$ cat src/rtl/cpu_isa_pkg.sv
// rtl/cpu_isa_pkg.sv - instruction field layout and loader state encoding shared by the CPU program loader
package cpu_isa_pkg;

    localparam int INSTR_W     = 16;
    localparam int ALU_SEL_BIT = 12;
    localparam int DST_MSB     = 10;
    localparam int DST_LSB     = 8;
    localparam int SRC1_MSB    = 6;
    localparam int SRC1_LSB    = 4;
    localparam int SRC2_MSB    = 2;
    localparam int SRC2_LSB    = 0;

    typedef enum logic [1:0] {
        ST_IDLE  = 2'd0,
        ST_LOAD  = 2'd1,
        ST_WRITE = 2'd2,
        ST_START = 2'd3
    } loader_state_t;

endpackage

$ cat src/rtl/cpu_program_loader_if.sv
// rtl/cpu_program_loader_if.sv - instruction field stream in, instruction RAM write port out
interface cpu_program_loader_if #(
    parameter int DATA_W = 32
);
    logic              in_valid;
    logic              in_ready;
    logic              in_last;
    logic              in_alu_sel;
    logic [2:0]        in_dst;
    logic [2:0]        in_src1;
    logic [2:0]        in_src2;
    logic [2:0]        mem_addr;
    logic [DATA_W-1:0] mem_wdata;
    logic              mem_we;

    // Host side: supplies instruction fields and observes the RAM writes.
    modport master (
        output in_valid, in_last, in_alu_sel, in_dst, in_src1, in_src2,
        input  in_ready, mem_addr, mem_wdata, mem_we
    );

    // Loader side.
    modport slave (
        input  in_valid, in_last, in_alu_sel, in_dst, in_src1, in_src2,
        output in_ready, mem_addr, mem_wdata, mem_we
    );
endinterface

$ cat src/rtl/cpu_instr_encoder.sv
// rtl/cpu_instr_encoder.sv - packs decoded fields into a 16-bit instruction word; CPU_LOADER_PARITY_EN sets bit 15 to even parity
module cpu_instr_encoder
    import cpu_isa_pkg::*;
(
    input  logic               alu_sel,
    input  logic [2:0]         dst,
    input  logic [2:0]         src1,
    input  logic [2:0]         src2,
    output logic [INSTR_W-1:0] instr
);

    logic [INSTR_W-2:0] body;

    always_comb begin
        body                    = '0;
        body[ALU_SEL_BIT]       = alu_sel;
        body[DST_MSB:DST_LSB]   = dst;
        body[SRC1_MSB:SRC1_LSB] = src1;
        body[SRC2_MSB:SRC2_LSB] = src2;
    end

`ifdef CPU_LOADER_PARITY_EN
    // Top bit makes the total number of ones in the word even.
    assign instr = {^body, body};
`else
    assign instr = {1'b0, body};
`endif

endmodule

$ cat src/rtl/cpu_program_loader.sv
// rtl/cpu_program_loader.sv - streams encoded instructions into the 8-entry instruction RAM and pulses start when done
module cpu_program_loader
    import cpu_isa_pkg::*;
#(
    parameter int DEPTH  = 8,
    parameter int DATA_W = 32
) (
    input  logic                 clk,
    input  logic                 reset,
    input  logic                 load_go,
    cpu_program_loader_if.slave  bus,
    output logic                 start,
    output logic [3:0]           count,
    output logic                 busy
);

    loader_state_t      state;
    logic [2:0]         addr;
    logic               last_q;
    logic [INSTR_W-1:0] instr;

    cpu_instr_encoder u_encoder (
        .alu_sel (bus.in_alu_sel),
        .dst     (bus.in_dst),
        .src1    (bus.in_src1),
        .src2    (bus.in_src2),
        .instr   (instr)
    );

    always_ff @(posedge clk or posedge reset) begin
        if (reset) begin
            state         <= ST_IDLE;
            addr          <= '0;
            last_q        <= 1'b0;
            count         <= '0;
            start         <= 1'b0;
            busy          <= 1'b0;
            bus.in_ready  <= 1'b0;
            bus.mem_we    <= 1'b0;
            bus.mem_addr  <= '0;
            bus.mem_wdata <= '0;
        end else begin
            case (state)
                ST_IDLE: begin
                    if (load_go) begin
                        addr         <= '0;
                        count        <= '0;
                        busy         <= 1'b1;
                        bus.in_ready <= 1'b1;
                        state        <= ST_LOAD;
                    end
                end
                ST_LOAD: begin
                    if (bus.in_valid) begin
                        bus.mem_addr  <= addr;
                        bus.mem_wdata <= {{(DATA_W-INSTR_W){1'b0}}, instr};
                        bus.mem_we    <= 1'b1;
                        bus.in_ready  <= 1'b0;
                        last_q        <= bus.in_last;
                        state         <= ST_WRITE;
                    end
                end
                ST_WRITE: begin
                    bus.mem_we <= 1'b0;
                    addr       <= addr + 3'd1;
                    count      <= count + 4'd1;
                    // A full RAM ends the program even without a last flag.
                    if (last_q || (count == 4'(DEPTH - 1))) begin
                        start <= 1'b1;
                        state <= ST_START;
                    end else begin
                        bus.in_ready <= 1'b1;
                        state        <= ST_LOAD;
                    end
                end
                ST_START: begin
                    start <= 1'b0;
                    busy  <= 1'b0;
                    state <= ST_IDLE;
                end
                default: state <= ST_IDLE;
            endcase
        end
    end

endmodule

$ cat src/flat_wrapper.sv
// flat-port wrapper written by rule: the top's interface ports become plain ports
module cpu_program_loader_flat import cpu_isa_pkg::*;
#(
    parameter int DEPTH  = 8,
    parameter int DATA_W = 32
)
  (clk, reset, load_go, start, count, busy, bus_in_valid, bus_in_last, bus_in_alu_sel, bus_in_dst, bus_in_src1, bus_in_src2, bus_in_ready, bus_mem_addr, bus_mem_wdata, bus_mem_we);
  cpu_program_loader_if #(.DATA_W(DATA_W)) bus_i ();
  input  logic clk;
  input  logic reset;
  input  logic load_go;
  output logic start;
  output logic [3:0] count;
  output logic busy;
  input wire logic [$bits(bus_i.in_valid)-1:0] bus_in_valid;
  input wire logic [$bits(bus_i.in_last)-1:0] bus_in_last;
  input wire logic [$bits(bus_i.in_alu_sel)-1:0] bus_in_alu_sel;
  input wire logic [$bits(bus_i.in_dst)-1:0] bus_in_dst;
  input wire logic [$bits(bus_i.in_src1)-1:0] bus_in_src1;
  input wire logic [$bits(bus_i.in_src2)-1:0] bus_in_src2;
  output wire logic [$bits(bus_i.in_ready)-1:0] bus_in_ready;
  output wire logic [$bits(bus_i.mem_addr)-1:0] bus_mem_addr;
  output wire logic [$bits(bus_i.mem_wdata)-1:0] bus_mem_wdata;
  output wire logic [$bits(bus_i.mem_we)-1:0] bus_mem_we;
  assign bus_i.in_valid = bus_in_valid;
  assign bus_i.in_last = bus_in_last;
  assign bus_i.in_alu_sel = bus_in_alu_sel;
  assign bus_i.in_dst = bus_in_dst;
  assign bus_i.in_src1 = bus_in_src1;
  assign bus_i.in_src2 = bus_in_src2;
  assign bus_in_ready = bus_i.in_ready;
  assign bus_mem_addr = bus_i.mem_addr;
  assign bus_mem_wdata = bus_i.mem_wdata;
  assign bus_mem_we = bus_i.mem_we;
  cpu_program_loader #(.DEPTH(DEPTH), .DATA_W(DATA_W)) u_core (.clk(clk), .reset(reset), .load_go(load_go), .bus(bus_i), .start(start), .count(count), .busy(busy));
endmodule
$ cat config.mk
export PLATFORM = sky130hd
export DESIGN_NAME = cpu_program_loader_flat
export DESIGN_NICKNAME = d
export VERILOG_FILES = /design/src/rtl/cpu_isa_pkg.sv /design/src/rtl/cpu_program_loader_if.sv /design/src/rtl/cpu_instr_encoder.sv /design/src/rtl/cpu_program_loader.sv /design/src/flat_wrapper.sv
export SDC_FILE = /design/constraint.sdc
export NUM_CORES = 1
export LEC_CHECK = 0
export CELL_PAD_IN_SITES_DETAIL_PLACEMENT = 0
export CELL_PAD_IN_SITES_GLOBAL_PLACEMENT = 1
export CORE_MARGIN = 2
export CORE_UTILIZATION = 32
export CTS_CLUSTER_SIZE = 16
export DETAILED_ROUTE_END_ITERATION = 10
export HOLD_SLACK_MARGIN = 0.12
export PLACE_DENSITY = 0.79
export SLEW_MARGIN = 15
export SYNTH_ARGS = -nofsm -noshare
export SYNTH_HDL_FRONTEND = slang
export SYNTH_SLANG_ARGS = --single-unit
$ cat constraint.sdc
create_clock -name clk -period 1.45 [get_ports clk]
set_clock_uncertainty 0.05 [all_clocks]
set_input_delay 0.145 -clock clk [delete_from_list [all_inputs] [get_ports clk]]
set_output_delay 0.145 -clock clk [all_outputs]
set_load 0.05 [all_outputs]
==> results of run 1 <==
## synthesized netlist by cell type (all sizes together)
cell type  count
a21bo          1
a21oi          3
a22o           4
a2bb2oi        1
a31oi          1
buf           25
conb           1
dfrtp         27
ha             2
inv            3
mux2          16
nand2          6
nand3          2
nand3b         1
nor2           3
nor2b          1
o21a           1
o21ai          3
o21bai         2
o22ai          1
o2bb2ai        1
o311ai         1
o31ai          1
## cells by family after synthesis
group / count (synthesis) / synth area share, %
and+or+nand+nor: 13 / 5.23
AOI/OAI and AO/OA: 20 / 11.0
adders and majority gates: 2 / 1.87
muxes: 16 / 16.0
buffers and inverters: 28 / 15.2
DFF: 27 / 50.4
other: 1 / 0.280
## worst max-delay path, delay by kind of cell, from the launching register on
| family | cells | cell delay, ns |
|---|---|---|
| and+or+nand+nor | 1 | 0.10 |
| buffers and inverters | 1 | 0.19 |
| DFF | 1 | 0.43 |
| AOI/OAI and AO/OA | 2 | 0.42 |
## report_power, final
part | leakage (nW) | total, W | internal, W | switching, W
registers | 0.330 | 0.00145 | 0.00109 | 0.000361
logic | 0.524 | 0.00262 | 0.00115 | 0.00147
clock network | 0.0255 | 0.000420 | 0.000193 | 0.000228
## sequential cells by signal, indices dropped and copies added (netlist names)
register,count
u_core.bus.in_ready,1
u_core.state,2
u_core.bus.mem_wdata,10
u_core.bus.mem_we,1
u_core.busy,1
u_core.addr,3
u_core.bus.mem_addr,3
u_core.count,4
u_core.last_q,1
u_core.start,1
## stage by stage
stage	hold slack, ns	instance area, um2	worst slack, ns
2_1_floorplan	0.148	1420	0.0504
3_3_place_gp	0.447	1760	-0.0473
3_5_place_dp	0.450	1760	-0.0623
4_1_cts	0.205	1810	0.0249
5_1_grt	0.236	1810	0.0269
6_report	0.209	1810	0.145
## repair_timing
action,CTS,global route
setup endpoints to repair,0,12
setup buffers,0,0
gates resized for setup,0,1
## how the worst max path moves through the flow
stage / to / slack [ns] / cells past startpoint / startpoint
3_3_place_gp: u_core.bus.mem_wdata[2]$_DFFE_PP0P_ / -0.05 / 3 / bus_in_valid
2_1_floorplan: u_core.count[2]$_DFFE_PP0P_ / 0.05 / 3 / u_core.count[0]$_DFFE_PP0P_
3_5_place_dp: u_core.bus.mem_addr[2]$_DFFE_PP0P_ / -0.06 / 3 / bus_in_valid
5_1_grt: u_core.count[3]$_DFFE_PP0P_ / 0.03 / 4 / u_core.state[1]$_DFFE_PP0P_
4_1_cts: u_core.bus.mem_wdata[5]$_DFFE_PP0P_ / 0.02 / 2 / u_core.state[0]$_DFFE_PP0P_
6_report: u_core.count[3]$_DFFE_PP0P_ / 0.15 / 4 / u_core.state[1]$_DFFE_PP0P_
## layout make-up
type,instances,area share (%)
repair buffers,38,26.0
well taps,50,3.46
multi-input cells,73,29.8
inverters,3,0.622
flip-flops and latches,27,37.6
clock buffers,3,2.28
clock inverters,1,0.277
## layer usage
metal	track usage, %	part of all wire (%)	vias up
met5	0	0	-
met4	5.15	1.4	0
met3	3.08	7.8	5
met2	20.4	52	43
met1	12.9	38	419
li1	-	-	404
==> parameters.txt, run 1 <==
Parameter                              Value

Clock tree
  CTS Buffer Depth    2
  # H-tree levels    1
  Sink Count    27
  Clock tree from TritonCTS    yes
  CTS clk-pin slew, worst paths    0.09 ns
  Latest clock arrival within the worst-skew pair    0.27 ns
  Number of buffers inserted for hold repair after clock tree synthesis    0
  Cts bufs inserted    3
  CTS Root Buffer Type    sky130_fd_sc_hd__clkbuf_8

Setup path
  Required @ worst endpoint    1.57 ns
  Worst Path Arrival    1.42 ns
  Type of element capturing the critical path    register
  Cell-by-cell listing of the critical path    buf_4, o21bai_2, nand2_1, o311ai_1
  R2r setup slk    0.15 ns
  Reg2Reg Depth    4
  Worst path slowest cell    sky130_fd_sc_hd__dfrtp_1
  Launch instance of the worst register-to-register path    u_core.state[1]$_DFFE_PP0P_
  Slowest cell delay on critical path    0.43 ns
  Crit Reg-Reg Endpoint    u_core.count[3]$_DFFE_PP0P_
  Startpoint types    register
  Critical path type    register to register
  Crit Path Max Fanout    9

Drt
  Via density per instance    4.47
  Number of antenna-violating nets in the routed design    0
  Detail-routed net length per standard cell    13.1 um
  DRT Wirelength    2550 um
  Detailed-router iteration count before antenna repair    4
  Initial drt markers    75
  Drt drc    0
  Total number of vias    871

Global route
  Initial antenna violation count    0
  Wire length of the first global-routing pass    4000 um
  GRT Util Overall    11.5%
  Maximum number of pins on one net before global-route repair    28
  Via count of the first global-routing pass    865
  Total congestion overflow    0

Place
  HPWL reported at the end of detailed placement    1970 um
  Number of port buffers    35
  Last weighted congestion value of the routability-driven placer    0.731
  Placed Cells incl. Taps    191

Cells and area
  Layout-stage area growth over the synthesis result    35.0%
  Antenna diodes    0
  Sequential standard cell area    679 um2
  Share of the core filled with cells in the final layout    44.9%
  Number of filler cells placed in the layout    379
  NumNets Final    163
  Fraction of layout cells with a size suffix above 1    34.5%
  Most frequent cells in the layout    sky130_fd_sc_hd__dfrtp_1 (24), sky130_fd_sc_hd__conb_1 (22), sky130_fd_sc_hd__clkdlybuf4s50_1 (14)
  Non-Filler Instances    195
  Area occupied by multi-input gates    539 um2
  Most common cell after layout, fill and taps aside    sky130_fd_sc_hd__dfrtp_1

Run
  Max Cap Viol    0

Synthesis
  Summed instance area of the synthesized netlist    1340 um2
  Number of register bits inferred by synthesis    27
  Average cell area after synthesis    12.5 um2
  Instance count of the mapped netlist    107
  Area contributors post-synth    sky130_fd_sc_hd__dfrtp_1 (50%), sky130_fd_sc_hd__buf_4 (12%), sky130_fd_sc_hd__mux2_4 (10%)
  Distinct cell type count after synthesis    27
  Sequential-to-total area share from yosys stat    50.4%
  Top cell type's share of synthesized area    50.4%
  Largest area contributor in the synthesized netlist    sky130_fd_sc_hd__dfrtp_1
  Yosys synthesis warning count    0

Floorplanning
  Die X    68.7 um
  Starting utilization of the core area    33.3%
  Number of top-level pins    58
  Die Ht    68.7 um
  Placement row count    23
  Core area    4030 um2
  Die Outline Area    4720 um2

Timing
  Setup TNS    0 ns
  Final count of hold timing violations    0
  RSZ-0062 raised after global routing    no
  Final setup violation count    0
  Tmin final    1.30 ns
  Fmax    766 MHz
  Final Cycle Share    90.0%
  Pins Over Slew Limit    0

Pwr
  Pwr dens    2480 nW/um2
  P_leak    0.880 nW
  Post-layout total power    0.00449 W
  VDD IR max    0.971 mV

Status
  Outcome    complete, no violations

Min path
  Path class of the lowest-slack min-delay path    primary input to async pin
Power figures use the tool's default switching activity.
==> run 2, diff against run 1 <==
Settings changed: ABC_AREA set to 1, CORE_UTILIZATION 32 to 30, CTS_CLUSTER_DIAMETER set to 40, PLACE_DENSITY 0.79 to 0.77.
==> run 2 against run 1 <==
Sequential share of layout area increased by 0.73 points. Non-clock buffer count increased by 2. Sequential power decreased by 3%. Worst setup slack improved by 0.021 ns. Worst hold slack got worse by 0.024 ns. Via count increased by 2.0%. Final area decreased by 2.1%. Global-route usage decreased by 1.1 points. Total power increased by 0.34%. Largest cell class unchanged. Largest power group unchanged.
==> parameters.txt, run 2 <==
Parameter                              Value

Synthesis
  Instance count of the mapped netlist    122 (+14%)
  Area share of fa/ha/maj cells after synthesis    1.93% (+0.063 points)
  Multiplexer area fraction after synthesis    10.4% (-5.5 points)
  Summed instance area of the synthesized netlist    1300 um2 (-3.3%)
  Yosys synthesis warning count    0 (unchanged)
  Top cells by instance count after synthesis    sky130_fd_sc_hd__dfrtp_1 (27), sky130_fd_sc_hd__nand2_1 (23), sky130_fd_sc_hd__buf_4 (22)
  Area contributors post-synth    sky130_fd_sc_hd__dfrtp_1 (52%), sky130_fd_sc_hd__buf_4 (13%), sky130_fd_sc_hd__mux2_2 (6.9%)
  Sequential-to-total area share from yosys stat    52.1% (+1.7 points)
  Compound-Gate Fraction of Synth Area    6.27% (-4.7 points)
  Fraction of synthesis flops using an asynchronous set or reset pin    100% (unchanged)
  Most numerous cell in the Yosys netlist    sky130_fd_sc_hd__dfrtp_1
  Combinational family with the most area after synthesis    buffers and inverters
  Number of register bits inferred by synthesis    27 (unchanged)
  Number of enable flip-flop cells after synthesis    0 (unchanged)
  Largest area contributor in the synthesized netlist    sky130_fd_sc_hd__dfrtp_1
  Average cell area after synthesis    10.6 um2 (-15%)
  Distinct cell type count after synthesis    20 (-26%)
  Simple-gate share of the synthesized area    10.2% (+5.0 points)
  Top cell type's share of synthesized area    52.1% (+1.7 points)
  Most used flip-flop cell after synthesis    sky130_fd_sc_hd__dfrtp_1
  XOR/XNOR share of the synthesized area    1.35% (+1.4 points)

Setup path
  Worst Path Arrival    1.40 ns (-0.02 ns)
  Startpoint types    register
  Crit Reg-Reg Endpoint    u_core.bus.in_ready$_DFFE_PP0P_
  R2r setup slk    0.17 ns (+0.02 ns)
  Type of element capturing the critical path    register
  Launch instance of the worst register-to-register path    u_core.count[1]$_DFFE_PP0P_
  Reg2Reg Depth    7 (+3)
  Crit Path Max Fanout    4 (-5)
  Critical path type    register to register
  Required @ worst endpoint    1.57 ns (about the same)

Clock tree
  # H-tree levels    1 (unchanged)
  CTS clk-pin slew, worst paths    0.09 ns (about the same)
  Latest clock arrival within the worst-skew pair    0.27 ns (about the same)
  Cts bufs inserted    3 (unchanged)
  CTS Root Buffer Type    sky130_fd_sc_hd__clkbuf_8
  Total of cells resized after clock tree synthesis    0 (unchanged)
  Clock tree from TritonCTS    yes
  Sink Count    27 (unchanged)
  CTS Buffer Depth    2 (unchanged)

Min path
  Path class of the lowest-slack min-delay path    primary input to async pin

Pwr
  Proportion of power drawn by flip-flops and latches    31.1% (-1.2 points)
  Part of the power in the clock network    9.4% (about the same)
  P_int    0.00238 W (-2.2%)
  Logic gate share of total power    59.5% (+1.2 points)
  Sw Share    47.2% (+1.3 points)
  Power dissipated by switching net loads    0.00212 W (+3.3%)
  P_leak    0.876 nW (-0.46%)
  VDD IR max    0.748 mV (-23%)
  Pwr dens    2540 nW/um2 (+2.5%)

Floorplanning
  Starting utilization of the core area    31.7% (-1.5 points)
  Number of top-level pins    58 (unchanged)
  Die Ht    69.7 um (+1.5%)
  Placement row count    23 (unchanged)
  Die X    69.7 um (+1.5%)
  Core area    4090 um2 (+1.4%)
  Die Outline Area    4860 um2 (+3.0%)

Cells and area
  Most frequent cells in the layout    sky130_fd_sc_hd__dfrtp_1 (25), sky130_fd_sc_hd__nand2_1 (23), sky130_fd_sc_hd__conb_1 (22)
  Share of the core filled with cells in the final layout    43.4% (-1.6 points)
  NumNets Final    181 (+11%)
  Most flops, register    u_core.bus.mem_wdata
  Fraction of layout cells with a size suffix above 1    27.6% (-6.9 points)
  Registers with the most flip-flops    u_core.bus.mem_wdata x10, u_core.count x4
  Most common cell after layout, fill and taps aside    sky130_fd_sc_hd__dfrtp_1
  Sequential standard cell area    678 um2 (-0.18%)
  Area occupied by multi-input gates    474 um2 (-12%)
  Largest register FFs    10 (unchanged)
  Antenna diodes    0 (unchanged)
  Number of filler cells placed in the layout    393 (+3.7%)
  Layout-stage area growth over the synthesis result    36.7%

Drt
  Initial drt markers    40 (-47%)
  DRT Wirelength    2520 um (-1.1%)
  Drt drc    0 (unchanged)
  Number of antenna-violating nets in the routed design    0 (unchanged)
  Detailed-router iteration count before antenna repair    4 (unchanged)
  Via density per instance    4.17 (-6.7%)
  Detail-routed net length per standard cell    11.8 um (-9.4%)
  Total number of vias    888 (+2.0%)

Timing
  RSZ-0062 raised after global routing    no
  Worst-case hold slack    0.185 ns (-0.0243 ns)
  Fmax    779 MHz (+1.6%)
  Final count of hold timing violations    0 (unchanged)
  Final setup violation count    0 (unchanged)
  Pins Over Slew Limit    0 (unchanged)
  Tmin final    1.28 ns (-0.0209 ns)
  Final Cycle Share    88.5% (-1.4 points)

Global route
  Total congestion overflow    0 (unchanged)
  Via count of the first global-routing pass    852 (-1.5%)
  Maximum number of pins on one net before global-route repair    28 (unchanged)
  Initial antenna violation count    0 (unchanged)
  Wire length of the first global-routing pass    4110 um (+2.8%)
  GRT Util Overall    10.5% (-1.1 points)

Run
  Max Cap Viol    0 (unchanged)

Place
  Last weighted congestion value of the routability-driven placer    0.738 (+0.93%)
  HPWL reported at the end of detailed placement    1970 um (about the same)
  Number of port buffers    35 (unchanged)

Status
  Outcome    complete, no violations
## run 2: cell count changes after synthesis, moves of 2 or more
| cell | before | now |
|---|---|---|
| sky130_fd_sc_hd__mux2_4 | 9 | 3 |
| sky130_fd_sc_hd__nor2_1 | 3 | 5 |
| sky130_fd_sc_hd__inv_1 | 3 | 9 |
| sky130_fd_sc_hd__nand2_1 | 6 | 23 |
| sky130_fd_sc_hd__o21ai_0 | 3 | 8 |
| sky130_fd_sc_hd__a22o_1 | 4 | 2 |
## run 2: repair_timing
| item | 4_1_cts | 5_1_grt |
|---|---|---|
| endpoints found under the hold margin | 0 | 0 |
| hold buffers | 0 | 0 |
| endpoints found under the setup margin | 0 | 1 |
| buffers inserted | 0 | 1 |
## run 2: power by group through the flow
stage	clock, W	sequential, W	combinational [W]
floorplan	0	0.00224	0.000857
global placement	0	0.00141	0.00262
detailed placement	0	0.00142	0.00268
CTS	0.000438	0.00142	0.00268
global route	0.000469	0.00145	0.00282
finish	0.000425	0.00140	0.00268
## run 2: layout make-up
class	instances	area share [%]
Timing Repair Buffer	40	26.7
Inverter	10	2.12
Multi-Input combinational cell	82	26.8
Clock inverter	1	0.282
Clock buffer	3	2.33
Tap cell	50	3.53
Sequential cell	27	38.3
## run 2: worst max-delay path by stage
| stage | end | start | cells after the start |
|---|---|---|---|
| after floorplan | u_core.bus.in_ready$_DFFE_PP0P_ | u_core.count[0]$_DFFE_PP0P_ | 7 |
| after global placement | u_core.bus.mem_wdata[5]$_DFFE_PP0P_ | bus_in_valid | 3 |
| after detailed placement | u_core.last_q$_DFFE_PP0P_ | bus_in_valid | 5 |
| after CTS | u_core.bus.in_ready$_DFFE_PP0P_ | u_core.count[0]$_DFFE_PP0P_ | 7 |
| after global routing | u_core.bus.in_ready$_DFFE_PP0P_ | u_core.count[1]$_DFFE_PP0P_ | 7 |
| final | u_core.bus.in_ready$_DFFE_PP0P_ | u_core.count[1]$_DFFE_PP0P_ | 7 |
## run 2: logic make-up after synthesis
kind of cell               count (synthesis)
AOI/OAI and AO/OA                         14
buffers and inverters                     34
adders and majority gates                  2
xor gates and xnor gates                   2
muxes                                     11
and+or+nand+nor                           31
other                                      1
DFF                                       27
## run 2: worst max-delay path: stages, from the launching register on
cell and delay (ns):
sky130_fd_sc_hd__dfrtp_2 0.45, sky130_fd_sc_hd__ha_1 0.21, sky130_fd_sc_hd__nand2_1 0.08, sky130_fd_sc_hd__o21ai_0 0.08
sky130_fd_sc_hd__nand2_1 0.15, sky130_fd_sc_hd__nand2_1 0.07, sky130_fd_sc_hd__nand2_1 0.05, sky130_fd_sc_hd__nand2_1 0.04
## run 2: per-layer routing
layer	vias up	track usage [%]	share of wire, %
li1	426	-	-
met1	425	12.3	40
met2	35	18.8	52
met3	2	2.91	7.3
met4	0	2.56	0.48
met5	-	0	0
## run 2: metrics by stage
step           worst slack, ns  setup TNS (ns)  area (um2)  instances  total power, W
3_5_place_dp           -0.0117         -0.0275        1720        208         0.00410
2_1_floorplan            0.110               0        1380        143         0.00310
4_1_cts                  0.142               0        1760        212         0.00453
3_3_place_gp            0.0281               0        1720        208         0.00403
5_1_grt                0.00515               0        1770        213         0.00473
6_report                 0.166               0        1770        213         0.00450
